--- src/rtl/mem_port_arbiter_pkg.sv ---
// Shared types and constants for the two-requester memory port arbiter.
package mem_arb_pkg;

    // Transaction FSM encoding
    typedef enum logic [1:0] {
        ST_IDLE  = 2'd0,
        ST_ISSUE = 2'd1,
        ST_WAIT  = 2'd2
    } state_e;

    // Memory function codes
    localparam logic FCN_RD = 1'b0;
    localparam logic FCN_WR = 1'b1;

    // Owner / grant identifiers
    localparam logic OWNER_M0 = 1'b0;
    localparam logic OWNER_M1 = 1'b1;

    // Width of the saturating response-timeout counter
    localparam int unsigned CNT_W = 8;

    // Request fields captured at accept time and replayed to memory
    typedef struct packed {
        logic [31:0] addr;
        logic [31:0] data;
        logic        fcn;
        logic [2:0]  typ;
    } mem_req_t;

endpackage

--- src/rtl/mem_port_arbiter_rr_arb2.sv ---
// Two-input round-robin grant logic with its last-grant history flop.
// Grants are combinational from the requests; history advances only on accept.
module rr_arb2
    import mem_arb_pkg::*;
(
    input  logic clk_i,
    input  logic rst_i,
    input  logic req0_i,
    input  logic req1_i,
    input  logic accept_i,
    output logic gnt0_o,
    output logic gnt1_o
);

    logic last_q;
    logic last_d;

    // Grant selection: a lone requester wins, contention goes to the one not served last
    always_comb begin
        gnt0_o = 1'b0;
        gnt1_o = 1'b0;
        if (req0_i && req1_i) begin
            if (last_q == OWNER_M1) begin
                gnt0_o = 1'b1;
            end else begin
                gnt1_o = 1'b1;
            end
        end else if (req0_i) begin
            gnt0_o = 1'b1;
        end else if (req1_i) begin
            gnt1_o = 1'b1;
        end
    end

    // History update: remember who was granted when a request is actually accepted
    always_comb begin
        last_d = last_q;
        if (accept_i && (gnt0_o || gnt1_o)) begin
            last_d = gnt1_o ? OWNER_M1 : OWNER_M0;
        end
    end

    // History register; resets to m1 so m0 wins the first contention
    always_ff @(posedge clk_i or posedge rst_i) begin
        if (rst_i) begin
            last_q <= OWNER_M1;
        end else begin
            last_q <= last_d;
        end
    end

endmodule

--- src/rtl/mem_port_arbiter.sv ---
// Memory port arbiter: shares one on-chip memory port between two requesters
// with round-robin arbitration, one outstanding transaction and a response timeout.
module mem_port_arbiter
    import mem_arb_pkg::*;
#(
    parameter int unsigned TIMEOUT = 255
) (
    input  logic        clk,
    input  logic        rst,

    input  logic        m0_req_valid,
    output logic        m0_req_ready,
    input  logic [31:0] m0_req_addr,
    input  logic [31:0] m0_req_data,
    input  logic        m0_req_fcn,
    input  logic [2:0]  m0_req_typ,
    output logic        m0_resp_valid,
    output logic [31:0] m0_resp_data,

    input  logic        m1_req_valid,
    output logic        m1_req_ready,
    input  logic [31:0] m1_req_addr,
    input  logic [31:0] m1_req_data,
    input  logic        m1_req_fcn,
    input  logic [2:0]  m1_req_typ,
    output logic        m1_resp_valid,
    output logic [31:0] m1_resp_data,

    output logic        mem_req_valid,
    input  logic        mem_req_ready,
    output logic [31:0] mem_req_addr,
    output logic [31:0] mem_req_data,
    output logic        mem_req_fcn,
    output logic [2:0]  mem_req_typ,
    input  logic        mem_resp_valid,
    input  logic [31:0] mem_resp_data,

    output logic        bus_err
);

    // Counter value in the last WAIT cycle before a timeout response is produced
    localparam logic [CNT_W-1:0] TO_LAST = CNT_W'(TIMEOUT - 1);

    state_e           state_q, state_d;
    mem_req_t         req_q, req_d;
    logic             owner_q, owner_d;
    logic [CNT_W-1:0] cnt_q, cnt_d;
    logic             m0_rv_q, m0_rv_d;
    logic             m1_rv_q, m1_rv_d;
    logic [31:0]      m0_rd_q, m0_rd_d;
    logic [31:0]      m1_rd_q, m1_rd_d;
    logic             err_q, err_d;

    logic gnt0;
    logic gnt1;
    logic idle;
    logic accept;
    logic timeout_hit;

    assign idle        = (state_q == ST_IDLE);
    assign accept      = idle && (gnt0 || gnt1);
    assign timeout_hit = (cnt_q == TO_LAST);

    rr_arb2 u_rr_arb2 (
        .clk_i    (clk),
        .rst_i    (rst),
        .req0_i   (m0_req_valid),
        .req1_i   (m1_req_valid),
        .accept_i (accept),
        .gnt0_o   (gnt0),
        .gnt1_o   (gnt1)
    );

    assign m0_req_ready = idle && gnt0;
    assign m1_req_ready = idle && gnt1;

    assign mem_req_valid = (state_q == ST_ISSUE);
    assign mem_req_addr  = req_q.addr;
    assign mem_req_data  = req_q.data;
    assign mem_req_fcn   = req_q.fcn;
    assign mem_req_typ   = req_q.typ;

    assign m0_resp_valid = m0_rv_q;
    assign m0_resp_data  = m0_rd_q;
    assign m1_resp_valid = m1_rv_q;
    assign m1_resp_data  = m1_rd_q;
    assign bus_err       = err_q;

    // Next-state logic: FSM transitions, request capture, timeout count and response pulses
    always_comb begin
        state_d = state_q;
        req_d   = req_q;
        owner_d = owner_q;
        cnt_d   = cnt_q;
        m0_rv_d = 1'b0;
        m1_rv_d = 1'b0;
        m0_rd_d = '0;
        m1_rd_d = '0;
        err_d   = 1'b0;

        case (state_q)
            ST_IDLE: begin
                if (accept) begin
                    if (gnt1) begin
                        req_d   = '{addr: m1_req_addr, data: m1_req_data,
                                    fcn: m1_req_fcn, typ: m1_req_typ};
                        owner_d = OWNER_M1;
                    end else begin
                        req_d   = '{addr: m0_req_addr, data: m0_req_data,
                                    fcn: m0_req_fcn, typ: m0_req_typ};
                        owner_d = OWNER_M0;
                    end
                    state_d = ST_ISSUE;
                end
            end

            ST_ISSUE: begin
                if (mem_req_ready) begin
                    cnt_d   = '0;
                    state_d = ST_WAIT;
                end
            end

            ST_WAIT: begin
                if (cnt_q != '1) begin
                    cnt_d = cnt_q + 1'b1;
                end
                // A real response takes priority over a timeout in the same cycle
                if (mem_resp_valid) begin
                    if (owner_q == OWNER_M1) begin
                        m1_rv_d = 1'b1;
                        m1_rd_d = mem_resp_data;
                    end else begin
                        m0_rv_d = 1'b1;
                        m0_rd_d = mem_resp_data;
                    end
                    state_d = ST_IDLE;
                end else if (timeout_hit) begin
                    if (owner_q == OWNER_M1) begin
                        m1_rv_d = 1'b1;
                    end else begin
                        m0_rv_d = 1'b1;
                    end
                    err_d   = 1'b1;
                    state_d = ST_IDLE;
                end
            end

            default: begin
                state_d = ST_IDLE;
            end
        endcase
    end

    // State and datapath registers, cleared asynchronously on reset
    always_ff @(posedge clk or posedge rst) begin
        if (rst) begin
            state_q <= ST_IDLE;
            req_q   <= '0;
            owner_q <= OWNER_M0;
            cnt_q   <= '0;
            m0_rv_q <= 1'b0;
            m1_rv_q <= 1'b0;
            m0_rd_q <= '0;
            m1_rd_q <= '0;
            err_q   <= 1'b0;
        end else begin
            state_q <= state_d;
            req_q   <= req_d;
            owner_q <= owner_d;
            cnt_q   <= cnt_d;
            m0_rv_q <= m0_rv_d;
            m1_rv_q <= m1_rv_d;
            m0_rd_q <= m0_rd_d;
            m1_rd_q <= m1_rd_d;
            err_q   <= err_d;
        end
    end

endmodule

--- config.mk ---
export PLATFORM = sky130hd
export DESIGN_NAME = mem_port_arbiter
export DESIGN_NICKNAME = d
export VERILOG_FILES = /design/src/rtl/mem_port_arbiter_pkg.sv /design/src/rtl/mem_port_arbiter_rr_arb2.sv /design/src/rtl/mem_port_arbiter.sv
export SDC_FILE = /design/constraint.sdc
export NUM_CORES = 1
export LEC_CHECK = 0
export CAP_MARGIN = 15
export CORE_MARGIN = 2
export CORE_UTILIZATION = 43
export DETAILED_ROUTE_END_ITERATION = 7
export GPL_TIMING_DRIVEN = 0
export PLACE_DENSITY = 0.87
export SLEW_MARGIN = 30
export SYNTH_ARGS = -nofsm -noshare
export SYNTH_HDL_FRONTEND = slang
export SYNTH_SLANG_ARGS = --single-unit
--- constraint.sdc ---
create_clock -name clk -period 7.85 [get_ports clk]
set_input_delay 1.1775 -clock clk [delete_from_list [all_inputs] [get_ports clk]]
set_output_delay 1.1775 -clock clk [all_outputs]
set_load 0.005 [all_outputs]
==> out/metrics.csv <==
stage;metric;value;unit
run_status;status;finished, final reports clean;
setup_path;most used cell, CP;clkdlybuf4s50_1;
setup_path;CP Cell Sequence;clkdlybuf4s50_1 -> a21boi_1 -> buf_2 -> buf_6 -> and2_1 -> clkdlybuf4s50_1;
setup_path;CP Class;input pin to output port;
run;max_cap viols;0;
layout;Layout Nets;1021;
timing;clk_skew;0.00715;ns
clock_network;Clock Latency Late Sink;0.41;ns
clock_network;post-CTS sizing;0;
route;routed len/inst;17.9;µm
placed_design;Post-DP Area;0.00927;mm²
setup_path;CP startpoint kind;input pin;
die;I/O pin total;312;
grt;antenna violations before repair;0;
timing;Fmax;241;MHz
yosys;Yosys reg bits;147;
placed_design;Place WS;3.71;ns
die;die width;121;µm
route;# DRC;0;
placed_design;Placer Congestion;0.834;
route;routed vias/inst;4.94;
timing;worst slew pin tran;0.467;ns
timing;final hold violation count;0;
grt;vias in the first global route;5529;
layout;Filler cells;918;
setup_path;worst path buffer plus inverter count;4;
yosys;Mean Syn Cell Area;11.5;µm²
die;Die Span Y;121;µm
yosys;Synth Cell Area;0.00590;mm²
setup_path;crit path DAT;2.97;ns
power_and_ir_drop;PwrDens;295;mW/mm²
yosys;Seq/Total Area, Yosys;62.3;%
worst_hold_path;Min-Delay Path Class;register to register;
die;die area;0.0147;mm²
layout;layout cell share with drive strength beyond 1;5.48;%
clock_network;H-tree Lvls;4;
clock_network;CTS tree;built;
die;total core area;0.0133;mm²
layout;# diodes;0;
route;TritonRoute pass-1 iters;4;
setup_path;Critical Path Sink Type;output port;
clock_network;CTS Buf Count;17;
power_and_ir_drop;overall power;2900;µW
setup_path;CP peak stage delay;0.53;ns
clock_network;CTS clk-pin slew, worst paths;0.06;ns
setup_path;CP delay by family, top;buffers and inverters;
grt;largest net degree at the start of global routing;83;
timing;ratio of final minimum period to clock period;52.8;%
clock_network;CTS hold repair buffers;0;
die;initial core utilization;44.2;%
route;routed wl met3;1.95;mm
clock_network;clk buf depth;2;
setup_path;slowest stage cell, crit path;clkdlybuf4s50_1;
route;met2 WL;9.48;mm
timing;Worst Setup Slack, final;3.71;ns
timing;Slew HR;68.9;%
timing;setup violators final;0;
grt;Overall Global Routing Usage;25.4;%
yosys;Cells after Synth;514;
yosys;syn_nets;690;
route;Highest Signal Layer;met4;
grt;gr ovfl total;0;
die;Rows;42;
timing;post-route minimum period;4.14;ns
power_and_ir_drop;Peak VDD IR;0.164;mV
route;Iteration-0 DRC Markers;228;
route;met1 wire length;6.65;mm
timing;RSZ-0062 raised after global routing;no;
timing;Slew Viols, Final;0;
yosys;Synthesis Warnings;0;
power_and_ir_drop;Lkg Pwr;0.00438;µW
clock_network;# Post-CTS Setup Buffers;0;
clock_network;Root Driver;clkbuf_16;
clock_network;Num Clock Sinks;147;
setup_path;Worst EP required;6.67;ns
route;post-route ant nets;0;
layout;Synth-to-Final Area Change;66.5;%
route;WL final;18.5;mm
layout;cell area after layout;0.00983;mm²
setup_path;Max FO, Critical Path;10;
timing;setup TNS;0;ns
yosys;Unique masters post-synth;33;
route;Vias;5105;
grt;first-pass GRT wire length;28.4;mm
placed_design;dpl hpwl;14.5;mm
placed_design;I/O Buffers;311;
[placed cells by master (no fill, tap or decap), types with 2 or more instances in the layout]
cell type	count
inv_1	5
clkinvlp_4	5
clkbuf_16	17
ha_1	2
a21oi_1	4
buf_2	6
and2_1	66
a31oi_1	2
clkdlybuf4s50_1	311
clkinv_4	2
clkbuf_1	19
mux2i_1	71
buf_4	4
nand3_1	4
o21ai_1	6
dfrtp_1	146
o21ai_0	66
nand2_1	80
clkinv_2	3
nor2_1	9
buf_6	3
nor3_1	5
a21o_1	2
[sequential cells by signal (all words and copies together), names as in the netlist]
name	count
m1_resp_valid	1
m0_resp_data	32
cnt_q	8
m1_resp_data	32
owner_q	1
state_q	2
m0_resp_valid	1
mem_req_fcn	1
mem_req_addr	32
mem_req_typ	3
u_rr_arb2.last_q	1
mem_req_data	32
bus_err	1
[where the power goes]
| part | switching [µW] | internal (µW) | total [µW] | leakage [µW] |
|---|---|---|---|---|
| Combinational | 472 | 583 | 1060 | 0.00220 |
| Sequential | 122 | 974 | 1100 | 0.00193 |
| Clock | 303 | 444 | 747 | 0.000258 |
[final timing paths]
kind / from / end / slack [ns] / cells past startpoint
hold reg to reg: mem_req_data[13] / mem_req_data[13] / 0.47 / 2
setup / recovery: m1_req_valid / m1_req_ready / 3.71 / 6
max in group asynchronous: rst / u_rr_arb2.last_q / 5.87 / 3
min in group asynchronous: rst / m0_resp_data[5] / 1.20 / 2
hold / removal: mem_req_data[13] / mem_req_data[13] / 0.47 / 2
setup reg to reg: state_q[0] / mem_req_addr[5] / 5.93 / 7
[layer usage]
layer | vias to the layer above | global-route usage (%)
met4 | 0 | 9.34
met1 | 2446 | 26.5
met3 | 35 | 10.3
met2 | 244 | 45.6
li1 | 2380 | -
met5 | - | 0
[per-stage QoR]
stage / instances / utilization (%) / hold WS (ns)
final: 1034 / 73.6 / 0.475
after global routing: 1034 / 73.6 / 0.489
after CTS: 1034 / 73.6 / 0.482
after detailed placement: 1002 / 69.5 / 0.469
after global placement: 1001 / 69.2 / 0.464
after floorplan: 514 / - / 0.468
[cell usage after synthesis]
cell	count	area [µm²]
and3_1	1	6.26
o211a_1	1	10.0
o21ai_0	66	330
or2b_1	1	7.51
buf_6	3	33.8
nor3_1	5	25.0
dfstp_2	1	26.3
mux2i_1	71	711
and2b_1	1	7.51
inv_1	6	22.5
dfrtp_1	146	3650
o21ai_1	6	30.0
or3_1	1	6.26
a21oi_1	4	20.0
buf_4	4	30.0
nand3_1	4	20.0
o311ai_0	1	8.76
or4_1	1	7.51
a21boi_1	1	7.51
nand2b_1	1	6.26
nor2_1	9	33.8
buf_2	6	30.0
a31oi_1	2	12.5
clkbuf_1	17	63.8
xnor2_1	1	8.76
o22ai_1	1	6.26
or2_4	1	8.76
nand2_1	80	300
nand4_1	1	6.26
and2_1	66	413
a21o_1	2	15.0
ha_1	2	25.0
o41ai_1	1	8.76
[cell families (layout without fill, tap and decap cells)]
logic type	count (synthesis)	after routing	synth area share (%)
AO/OA/AOI/OAI	85	85	7.61
XOR/XNOR	1	1	0.148
adder cells (fa/ha/maj)	2	2	0.424
buffers and inverters	36	380	3.05
flip-flops	147	147	62.3
multiplexers	71	71	12.0
AND/OR/NAND/NOR	172	172	14.4
[final cells by class]
| type | count | area [µm²] | area share, % |
|---|---|---|---|
| clock inverter | 12 | 109 | 1.11 |
| inverter | 6 | 30.0 | 0.306 |
| buffer | 30 | 158 | 1.60 |
| clock buffer | 20 | 447 | 4.55 |
| timing repair buffer | 312 | 3140 | 32.0 |
| sequential | 147 | 3680 | 37.5 |
| tap | 176 | 220 | 2.24 |
| multi-input combinational | 331 | 2040 | 20.8 |
[tightest hold or removal path: cells and delay by family, from the launching register on]
| kind | cells | cell delay, ns |
|---|---|---|
| flip-flops | 1 | 0.34 |
| AND/OR/NAND/NOR | 1 | 0.04 |
| AO/OA/AOI/OAI | 1 | 0.06 |
Note: power is estimated with default switching activity, not from simulation.
